`src/rtl/dlx_operand_if.sv`:
```
// dlx_operand_if: instruction handshake, ALU command and writeback bundle
// for the DLX operand-fetch stage. "master" is the surrounding pipeline,
// "slave" is the operand stage itself.
interface dlx_operand_if #(
  parameter int DATA_W = 32,
  parameter int REG_AW = 5
);
  logic [31:0]       instr;
  logic              instr_valid;
  logic              instr_ready;
  logic [3:0]        I;
  logic              EX;
  logic [DATA_W-1:0] op1;
  logic [DATA_W-1:0] op2;
  logic [REG_AW-1:0] dst_rd;
  logic              illegal;
  logic              wb_we;
  logic [REG_AW-1:0] wb_rd;
  logic [DATA_W-1:0] wb_data;

  modport master (
    output instr, instr_valid, wb_we, wb_rd, wb_data,
    input  instr_ready, I, EX, op1, op2, dst_rd, illegal
  );

  modport slave (
    input  instr, instr_valid, wb_we, wb_rd, wb_data,
    output instr_ready, I, EX, op1, op2, dst_rd, illegal
  );
endinterface

```
`src/rtl/dlx_operand_stage.sv`:
```
// dlx_operand_stage: DLX decode / operand fetch in front of the ALU.
// Holds the register file and a per-register busy scoreboard, stalls on
// RAW/WAW hazards and issues a registered ALU command one cycle after
// acceptance. Optional feature macro: DLX_WB_BYPASS_EN -- when defined, a
// writeback in the same cycle resolves a hazard and forwards wb_data into
// the operand read (zero-bubble dependency resolution).
module dlx_operand_stage #(
  parameter int DATA_W = 32,
  parameter int REG_AW = 5
) (
  input  logic         clk,
  input  logic         rst_n,
  dlx_operand_if.slave bus
);

  localparam int NREG = 1 << REG_AW;

  localparam logic [3:0] OP_ADD = 4'd1;
  localparam logic [3:0] OP_SUB = 4'd2;
  localparam logic [3:0] OP_AND = 4'd3;
  localparam logic [3:0] OP_OR  = 4'd4;
  localparam logic [3:0] OP_XOR = 4'd5;
  localparam logic [3:0] OP_SLL = 4'd6;
  localparam logic [3:0] OP_SRL = 4'd7;
  localparam logic [3:0] OP_SEQ = 4'd10;
  localparam logic [3:0] OP_SLE = 4'd11;
  localparam logic [3:0] OP_SLT = 4'd12;
  localparam logic [3:0] OP_SNE = 4'd13;
  localparam logic [3:0] OP_SRA = 4'd14;

  // R-type function field to ALU op; 0 means unsupported
  function automatic logic [3:0] decode_r(input logic [5:0] func);
    logic [3:0] op;
    op = 4'd0;
    case (func)
      6'h20:   op = OP_ADD;
      6'h22:   op = OP_SUB;
      6'h24:   op = OP_AND;
      6'h25:   op = OP_OR;
      6'h26:   op = OP_XOR;
      6'h04:   op = OP_SLL;
      6'h06:   op = OP_SRL;
      6'h07:   op = OP_SRA;
      6'h28:   op = OP_SEQ;
      6'h29:   op = OP_SNE;
      6'h2A:   op = OP_SLT;
      6'h2C:   op = OP_SLE;
      default: op = 4'd0;
    endcase
    return op;
  endfunction

  // I-type opcode to ALU op; 0 means unsupported
  function automatic logic [3:0] decode_i(input logic [5:0] opc);
    logic [3:0] op;
    op = 4'd0;
    case (opc)
      6'h08:   op = OP_ADD;
      6'h0A:   op = OP_SUB;
      6'h0C:   op = OP_AND;
      6'h0D:   op = OP_OR;
      6'h0E:   op = OP_XOR;
      6'h14:   op = OP_SLL;
      6'h16:   op = OP_SRL;
      6'h17:   op = OP_SRA;
      6'h18:   op = OP_SEQ;
      6'h19:   op = OP_SNE;
      6'h1A:   op = OP_SLT;
      6'h1C:   op = OP_SLE;
      default: op = 4'd0;
    endcase
    return op;
  endfunction

  // Signed 16-bit immediate widened to the datapath width
  function automatic logic signed [DATA_W-1:0] sign_ext(input logic signed [15:0] v);
    logic signed [DATA_W-1:0] r;
    r = v;
    return r;
  endfunction

  // Logical immediates (ANDI/ORI/XORI) are widened without sign
  function automatic logic [DATA_W-1:0] zero_ext(input logic [15:0] v);
    return {{(DATA_W-16){1'b0}}, v};
  endfunction

  logic [DATA_W-1:0] regs [NREG];
  logic [NREG-1:0]   busy;
  logic [NREG-1:0]   busy_nxt;
  logic [NREG-1:0]   busy_eff;
  logic [NREG-1:0]   wb_vec;

  logic [5:0]        opcode;
  logic [5:0]        func;
  logic [REG_AW-1:0] rs1;
  logic [REG_AW-1:0] rs2;
  logic [REG_AW-1:0] rd;
  logic [15:0]       imm;
  logic              is_r;
  logic [3:0]        dec_op;
  logic              legal;
  logic              zext;
  logic              hazard;
  logic              xfer;
  logic              issue;
  logic [DATA_W-1:0] rs1_val;
  logic [DATA_W-1:0] rs2_val;
  logic [DATA_W-1:0] op2_sel;

  logic              vld_p1;
  logic              illegal_p1;
  logic [3:0]        i_p1;
  logic [DATA_W-1:0] op1_p1;
  logic [DATA_W-1:0] op2_p1;
  logic [REG_AW-1:0] dst_p1;

  logic unused_shamt;
  assign unused_shamt = ^bus.instr[10:6];

  assign opcode = bus.instr[31:26];
  assign func   = bus.instr[5:0];
  assign rs1    = bus.instr[25:21];
  assign rs2    = bus.instr[20:16];
  assign imm    = bus.instr[15:0];
  assign is_r   = (opcode == 6'h00);
  assign rd     = is_r ? bus.instr[15:11] : bus.instr[20:16];

  // Decode the op code and immediate extension mode
  always_comb begin
    dec_op = is_r ? decode_r(func) : decode_i(opcode);
    legal  = (dec_op != 4'd0);
    zext   = !is_r && (opcode == 6'h0C || opcode == 6'h0D || opcode == 6'h0E);
  end

  // One-hot of the register being written back this cycle (never r0)
  always_comb begin
    wb_vec = '0;
    if (bus.wb_we && bus.wb_rd != '0)
      wb_vec[bus.wb_rd] = 1'b1;
  end

`ifdef DLX_WB_BYPASS_EN
  // A register completing writeback this cycle no longer blocks issue
  always_comb busy_eff = busy & ~wb_vec;

  // Operand reads forward the writeback value when it targets the source
  always_comb begin
    rs1_val = '0;
    rs2_val = '0;
    if (rs1 != '0) rs1_val = wb_vec[rs1] ? bus.wb_data : regs[rs1];
    if (rs2 != '0) rs2_val = wb_vec[rs2] ? bus.wb_data : regs[rs2];
  end
`else
  // Hazards are judged against registered busy state only
  always_comb busy_eff = busy;

  // Operand reads come straight from the register file
  always_comb begin
    rs1_val = '0;
    rs2_val = '0;
    if (rs1 != '0) rs1_val = regs[rs1];
    if (rs2 != '0) rs2_val = regs[rs2];
  end
`endif

  // Stall on a busy nonzero source or destination; illegal words never stall
  always_comb begin
    hazard = legal && (((rs1 != '0) && busy_eff[rs1]) ||
                       (is_r && (rs2 != '0) && busy_eff[rs2]) ||
                       ((rd != '0) && busy_eff[rd]));
  end

  assign bus.instr_ready = !hazard;
  assign xfer            = bus.instr_valid && !hazard;
  assign issue           = xfer && legal;

  // Second operand: register for R-type, extended immediate for I-type
  always_comb begin
    op2_sel = rs2_val;
    if (!is_r)
      op2_sel = zext ? zero_ext(imm) : sign_ext(imm);
  end

  // Scoreboard update: writeback clears, a new issue sets and wins
  always_comb begin
    busy_nxt = busy & ~wb_vec;
    if (issue && rd != '0)
      busy_nxt[rd] = 1'b1;
    busy_nxt[0] = 1'b0;
  end

  // Scoreboard register
  always_ff @(posedge clk or negedge rst_n) begin
    if (!rst_n) busy <= '0;
    else        busy <= busy_nxt;
  end

  // Register file write port; r0 stays zero
  always_ff @(posedge clk or negedge rst_n) begin
    if (!rst_n) begin
      for (int k = 0; k < NREG; k++) regs[k] <= '0;
    end else if (bus.wb_we && bus.wb_rd != '0) begin
      regs[bus.wb_rd] <= bus.wb_data;
    end
  end

  // Issue stage p1: strobes pulse one cycle, command fields hold when idle
  always_ff @(posedge clk or negedge rst_n) begin
    if (!rst_n) begin
      vld_p1     <= 1'b0;
      illegal_p1 <= 1'b0;
      i_p1       <= '0;
      op1_p1     <= '0;
      op2_p1     <= '0;
      dst_p1     <= '0;
    end else begin
      vld_p1     <= issue;
      illegal_p1 <= xfer && !legal;
      if (issue) begin
        i_p1   <= dec_op;
        op1_p1 <= rs1_val;
        op2_p1 <= op2_sel;
        dst_p1 <= rd;
      end
    end
  end

  assign bus.EX      = vld_p1;
  assign bus.illegal = illegal_p1;
  assign bus.I       = i_p1;
  assign bus.op1     = op1_p1;
  assign bus.op2     = op2_p1;
  assign bus.dst_rd  = dst_p1;

endmodule

```
`src/flat_wrapper.sv`:
```
// flat-port wrapper written by rule: the top's interface ports become plain ports
module dlx_operand_stage_flat 
#(
  parameter int DATA_W = 32,
  parameter int REG_AW = 5
)
  (clk, rst_n, bus_instr, bus_instr_valid, bus_wb_we, bus_wb_rd, bus_wb_data, bus_instr_ready, bus_I, bus_EX, bus_op1, bus_op2, bus_dst_rd, bus_illegal);
  dlx_operand_if #(.DATA_W(DATA_W), .REG_AW(REG_AW)) bus_i ();
  input  logic clk;
  input  logic rst_n;
  input wire logic [$bits(bus_i.instr)-1:0] bus_instr;
  input wire logic [$bits(bus_i.instr_valid)-1:0] bus_instr_valid;
  input wire logic [$bits(bus_i.wb_we)-1:0] bus_wb_we;
  input wire logic [$bits(bus_i.wb_rd)-1:0] bus_wb_rd;
  input wire logic [$bits(bus_i.wb_data)-1:0] bus_wb_data;
  output wire logic [$bits(bus_i.instr_ready)-1:0] bus_instr_ready;
  output wire logic [$bits(bus_i.I)-1:0] bus_I;
  output wire logic [$bits(bus_i.EX)-1:0] bus_EX;
  output wire logic [$bits(bus_i.op1)-1:0] bus_op1;
  output wire logic [$bits(bus_i.op2)-1:0] bus_op2;
  output wire logic [$bits(bus_i.dst_rd)-1:0] bus_dst_rd;
  output wire logic [$bits(bus_i.illegal)-1:0] bus_illegal;
  assign bus_i.instr = bus_instr;
  assign bus_i.instr_valid = bus_instr_valid;
  assign bus_i.wb_we = bus_wb_we;
  assign bus_i.wb_rd = bus_wb_rd;
  assign bus_i.wb_data = bus_wb_data;
  assign bus_instr_ready = bus_i.instr_ready;
  assign bus_I = bus_i.I;
  assign bus_EX = bus_i.EX;
  assign bus_op1 = bus_i.op1;
  assign bus_op2 = bus_i.op2;
  assign bus_dst_rd = bus_i.dst_rd;
  assign bus_illegal = bus_i.illegal;
  dlx_operand_stage #(.DATA_W(DATA_W), .REG_AW(REG_AW)) u_core (.clk(clk), .rst_n(rst_n), .bus(bus_i));
endmodule
```
`config.mk`:
```
export PLATFORM = sky130hd
export DESIGN_NAME = dlx_operand_stage_flat
export DESIGN_NICKNAME = d
export VERILOG_FILES = /design/src/rtl/dlx_operand_if.sv /design/src/rtl/dlx_operand_stage.sv /design/src/flat_wrapper.sv
export SDC_FILE = /design/constraint.sdc
export NUM_CORES = 2
export LEC_CHECK = 0
export ABC_AREA = 1
export CORE_ASPECT_RATIO = 0.9
export CORE_MARGIN = 10
export CORE_UTILIZATION = 34
export DETAILED_ROUTE_END_ITERATION = 10
export PLACE_DENSITY = 0.45
export SETUP_SLACK_MARGIN = 0.2
export SLEW_MARGIN = 20
export SYNTH_ARGS = -nofsm -noshare
export SYNTH_HDL_FRONTEND = slang
export SYNTH_SLANG_ARGS = --single-unit
export TNS_END_PERCENT = 50
```
`constraint.sdc`:
```
create_clock -name clk -period 3.1 [get_ports clk]
set_clock_uncertainty 0.05 [all_clocks]
set_input_delay 0.465 -clock clk [delete_from_list [all_inputs] [get_ports clk]]
set_output_delay 0.465 -clock clk [all_outputs]
set_load 0.01 [all_outputs]
```
==> impl_metrics.py <==
metrics = {
    "synth": {
        "synth-edff-count": 0,
        "synthArstFlopShare_pct": 100,
        "synthDistinctLibCells": 38,
        "yosys-top-cells-count": "o21ai_0 (1693), nand2_1 (1131), dfrtp_1 (1130)",
        "synth_area_mm2": 0.0607,
        "syn_inst": 8225,
        "synth_top_area_cell": "dfrtp_1",
        "synthFlopType": "dfrtp_1",
        "synth_seq_cells": 1130,
        "avgSynthCellArea_um2": 7.38,
        "yosys_warnings": 0,
        "synth_fp_nets": 8304,
        "synth_top_area_share_pct": 46.6,
        "synthTopCellsByArea": "dfrtp_1 (47%), o21ai_0 (14%), a21oi_1 (8.4%)",
        "yosysSeqAreaShare_pct": 46.6,
        "synth_most_common_cell": "o21ai_0",
    },
    "route": {
        "vias_per_cell": 5.69,
        "drt_iter0_drc": 7194,
        "avgRoutedWirePerCell_um": 26.4,
        "totalWireLength_um": 282000,
        "antenna_left": 0,
        "route.detailed.drc": 0,
        "dr_total_vias": 60800,
        "first_pass_iters": 6,
    },
    "floorplanning": {
        "io_pins": 149,
        "core_mm2": 0.178,
        "dieArea_mm2": 0.196,
        "die_x_um": 466,
        "rows": 147,
        "start_util_pct": 34.1,
        "die_h_um": 421,
    },
    "sta": {
        "fmax_ghz": 0.346,
        "report.final.hold_viol_count": 0,
        "rsz0062_at_grt": "yes",
        "slew-limit-headroom_pct": 37.4,
        "worst-slew-pin-transition_ns": 0.940,
        "setup_ws_ns": 0.208,
        "setup_violations": 0,
        "fin_crit_ns": 2.89,
        "period_share_pct": 93.3,
        "drv_slew": 0,
    },
    "grt": {
        "grt_pass1_vias": 58100,
        "grt_max_degree": 100,
        "grt_use_total_pct": 27.9,
        "grt_pass1_wl_um": 413000,
        "antenna_found_initial": 20,
        "grt_overflow": 0,
    },
    "power": {
        "p_switching_w": 0.0157,
        "comb_power_share_pct": 22.5,
        "cellLeakagePower_nw": 31.2,
        "power.share.sequential_pct": 42.9,
        "peakVddDrop_mv": 0.568,
        "p_int_w": 0.0324,
        "p_sw_share_pct": 32.7,
        "clkPwrFrac_pct": 34.6,
        "powerDensity_mw_per_mm2": 662,
    },
    "worst_hold_path": {
        "hold_class": "in -> async",
    },
    "worst_setup_path": {
        "cp-end-kind": "output pin",
        "worstReg2RegEnd": "u_core.bus.op2[20]$_DFFE_PN0P_",
        "cpMostUsedCell": "nand2_1",
        "max_stage_delay_ns": 0.22,
        "timing.rr.start": "u_core.busy[25]$_DFF_PN0_",
        "startpoint_type": "primary input",
        "crit_required_ns": 2.58,
        "worst-path-max-fanout": 4,
        "slowest_stage": "buf_6",
        "r2r_slack_ns": 0.86,
        "cp_data_arrival_time_ns": 2.38,
        "worstSetupPathType": "in -> out",
        "reg2reg_depth": 16,
        "worstPathCellList": "buf_8, inv_6, ha_4, inv_4, nor2_4, buf_6, nand4_1, buf_6, nand3_2, nand2_1, nand2_1, nand2_1, nand2_1, nand2_1, nor2_2, nand3_4, nand2_4, nand2_4, buf_6",
    },
    "cts": {
        "path_clk_slew_ns": 0.05,
        "htreeDepth": 4,
        "numClockSinks": 1130,
        "cts_tree": "built",
        "clockBufferDepth": 3,
        "clock-root-buffer": "clkbuf_16",
        "clkLatencyLatePin_ns": 0.80,
        "cts_made_buffers": 139,
    },
    "final_layout": {
        "post-route-util_pct": 40.8,
        "layout-drive-gt1-share_pct": 9.54,
        "final_cells": 10700,
        "final_cell_area_mm2": 0.0726,
        "area_growth_pct": 19.6,
        "nets": 8281,
    },
    "place": {
        "placed_area_mm2": 0.0678,
        "dp_cells": 10400,
        "io_buffers": 148,
        "place_ws_ns": -0.863,
        "gp_congestion": 0.861,
        "place_hpwl_um": 169000,
    },
    "outcome": {
        "status": "complete, no violations",
    },
    "job": {
        "maxCapViolations": 0,
    },
}
==> stage by stage <==
stage | setup TNS (ns) | total power (W) | hold WS (ns)
after global placement | -44.90 | 0.0313 | 0.332
after CTS | 0 | 0.0483 | 0.182
final | 0 | 0.0481 | 0.185
after floorplan | 0 | 0.0267 | 0.119
after detailed placement | -48.11 | 0.0315 | 0.334
after global routing | 0 | 0.0508 | 0.210
==> flip-flops by register name (all words and copies together), names as in the netlist <==
| name | count |
|---|---|
| u_core.bus.dst_rd | 5 |
| u_core.regs | 1024 |
| u_core.bus.op2 | 32 |
| u_core.bus.illegal | 1 |
| u_core.bus.op1 | 32 |
| u_core.bus.I | 4 |
| u_core.bus.EX | 1 |
| u_core.busy | 31 |
==> worst max-delay path by stage <==
stage	slack, ns	cells after the start	end	from
2_1_floorplan	0.49	22	u_core.bus.op1[10]$_DFFE_PN0P_	bus_instr[27]
3_3_place_gp	-0.85	17	bus_instr_ready	bus_instr[27]
6_report	0.21	19	bus_instr_ready	bus_instr[26]
3_5_place_dp	-0.86	17	bus_instr_ready	bus_instr[26]
5_1_grt	0.05	20	bus_instr_ready	bus_instr[26]
4_1_cts	0.16	19	bus_instr_ready	bus_instr[27]
==> area by class of cell <==
| class | count | area, um^2 |
|---|---|---|
| Antenna cell | 6 | 15.0 |
| Multi-Input combinational cell | 5794 | 27900 |
| Timing Repair Buffer | 628 | 7010 |
| Tap cell | 2384 | 2980 |
| Sequential cell | 1130 | 28300 |
| Clock inverter | 31 | 375 |
| Clock buffer | 217 | 4140 |
| Fill cell | 18200 | 105000 |
| Inverter | 509 | 1960 |
==> power groups by stage <==
stage	logic (W)	clock network, W	registers, W
global route	0.0122	0.0175	0.0211
finish	0.0108	0.0166	0.0206
global placement	0.0106	0	0.0208
detailed placement	0.0107	0	0.0208
CTS	0.0108	0.0169	0.0206
floorplan	0.00638	0	0.0203
==> timing repair <==
item / in CTS / in global routing
setup endpoints to repair: 1 / 1
setup buffers: 11 / 3
hold buffers: 1 / 0
cloned: 2 / 0
gates resized for setup: 63 / 25
endpoints found under the hold margin: 86 / 0
pin swaps: 22 / 22
==> cells by family after synthesis <==
family	count (synthesis)	share of synthesized area, %
flops	1130	46.6
compound gates	3158	27.8
buf+inv	1302	8.25
fa+ha+maj	6	0.124
simple gates	2629	17.3
==> worst max-delay path, delay by kind of cell <==
| family | cells | cell delay, ns |
|---|---|---|
| adders and majority gates | 1 | 0.14 |
| buffers and inverters | 6 | 0.66 |
| and+or+nand+nor | 12 | 1.10 |
==> cell usage in the layout, fill, tap and decap left out, types with 27 or more instances in the layout <==
| master | synthesis | final |
|---|---|---|
| nor2_1 | 1069 | 1038 |
| o21ai_0 | 1693 | 1692 |
| a21oi_1 | 1025 | 1024 |
| nand2_1 | 1131 | 1115 |
| o221ai_1 | 90 | 90 |
| clkbuf_16 | 0 | 144 |
| nand4_1 | 46 | 46 |
| o22ai_1 | 74 | 74 |
| inv_1 | 477 | 462 |
| a31oi_1 | 50 | 50 |
| clkbuf_1 | 648 | 47 |
| nand3_1 | 356 | 351 |
| clkbuf_8 | 0 | 27 |
| buf_4 | 3 | 324 |
| clkdlybuf4s50_1 | 0 | 130 |
| buf_12 | 0 | 151 |
| nor2_4 | 1 | 28 |
| o21bai_1 | 32 | 32 |
| o211ai_1 | 175 | 175 |
| dfrtp_1 | 1130 | 1130 |
==> per-layer routing <==
layer / part of all wire (%) / global-route usage (%)
met1: 43 / 37.4
met5: 0.0046 / 0
met4: 5.3 / 13.1
met3: 7.2 / 4.30
met2: 45 / 44.1
No activity file was read; power rests on OpenSTA's default activity.
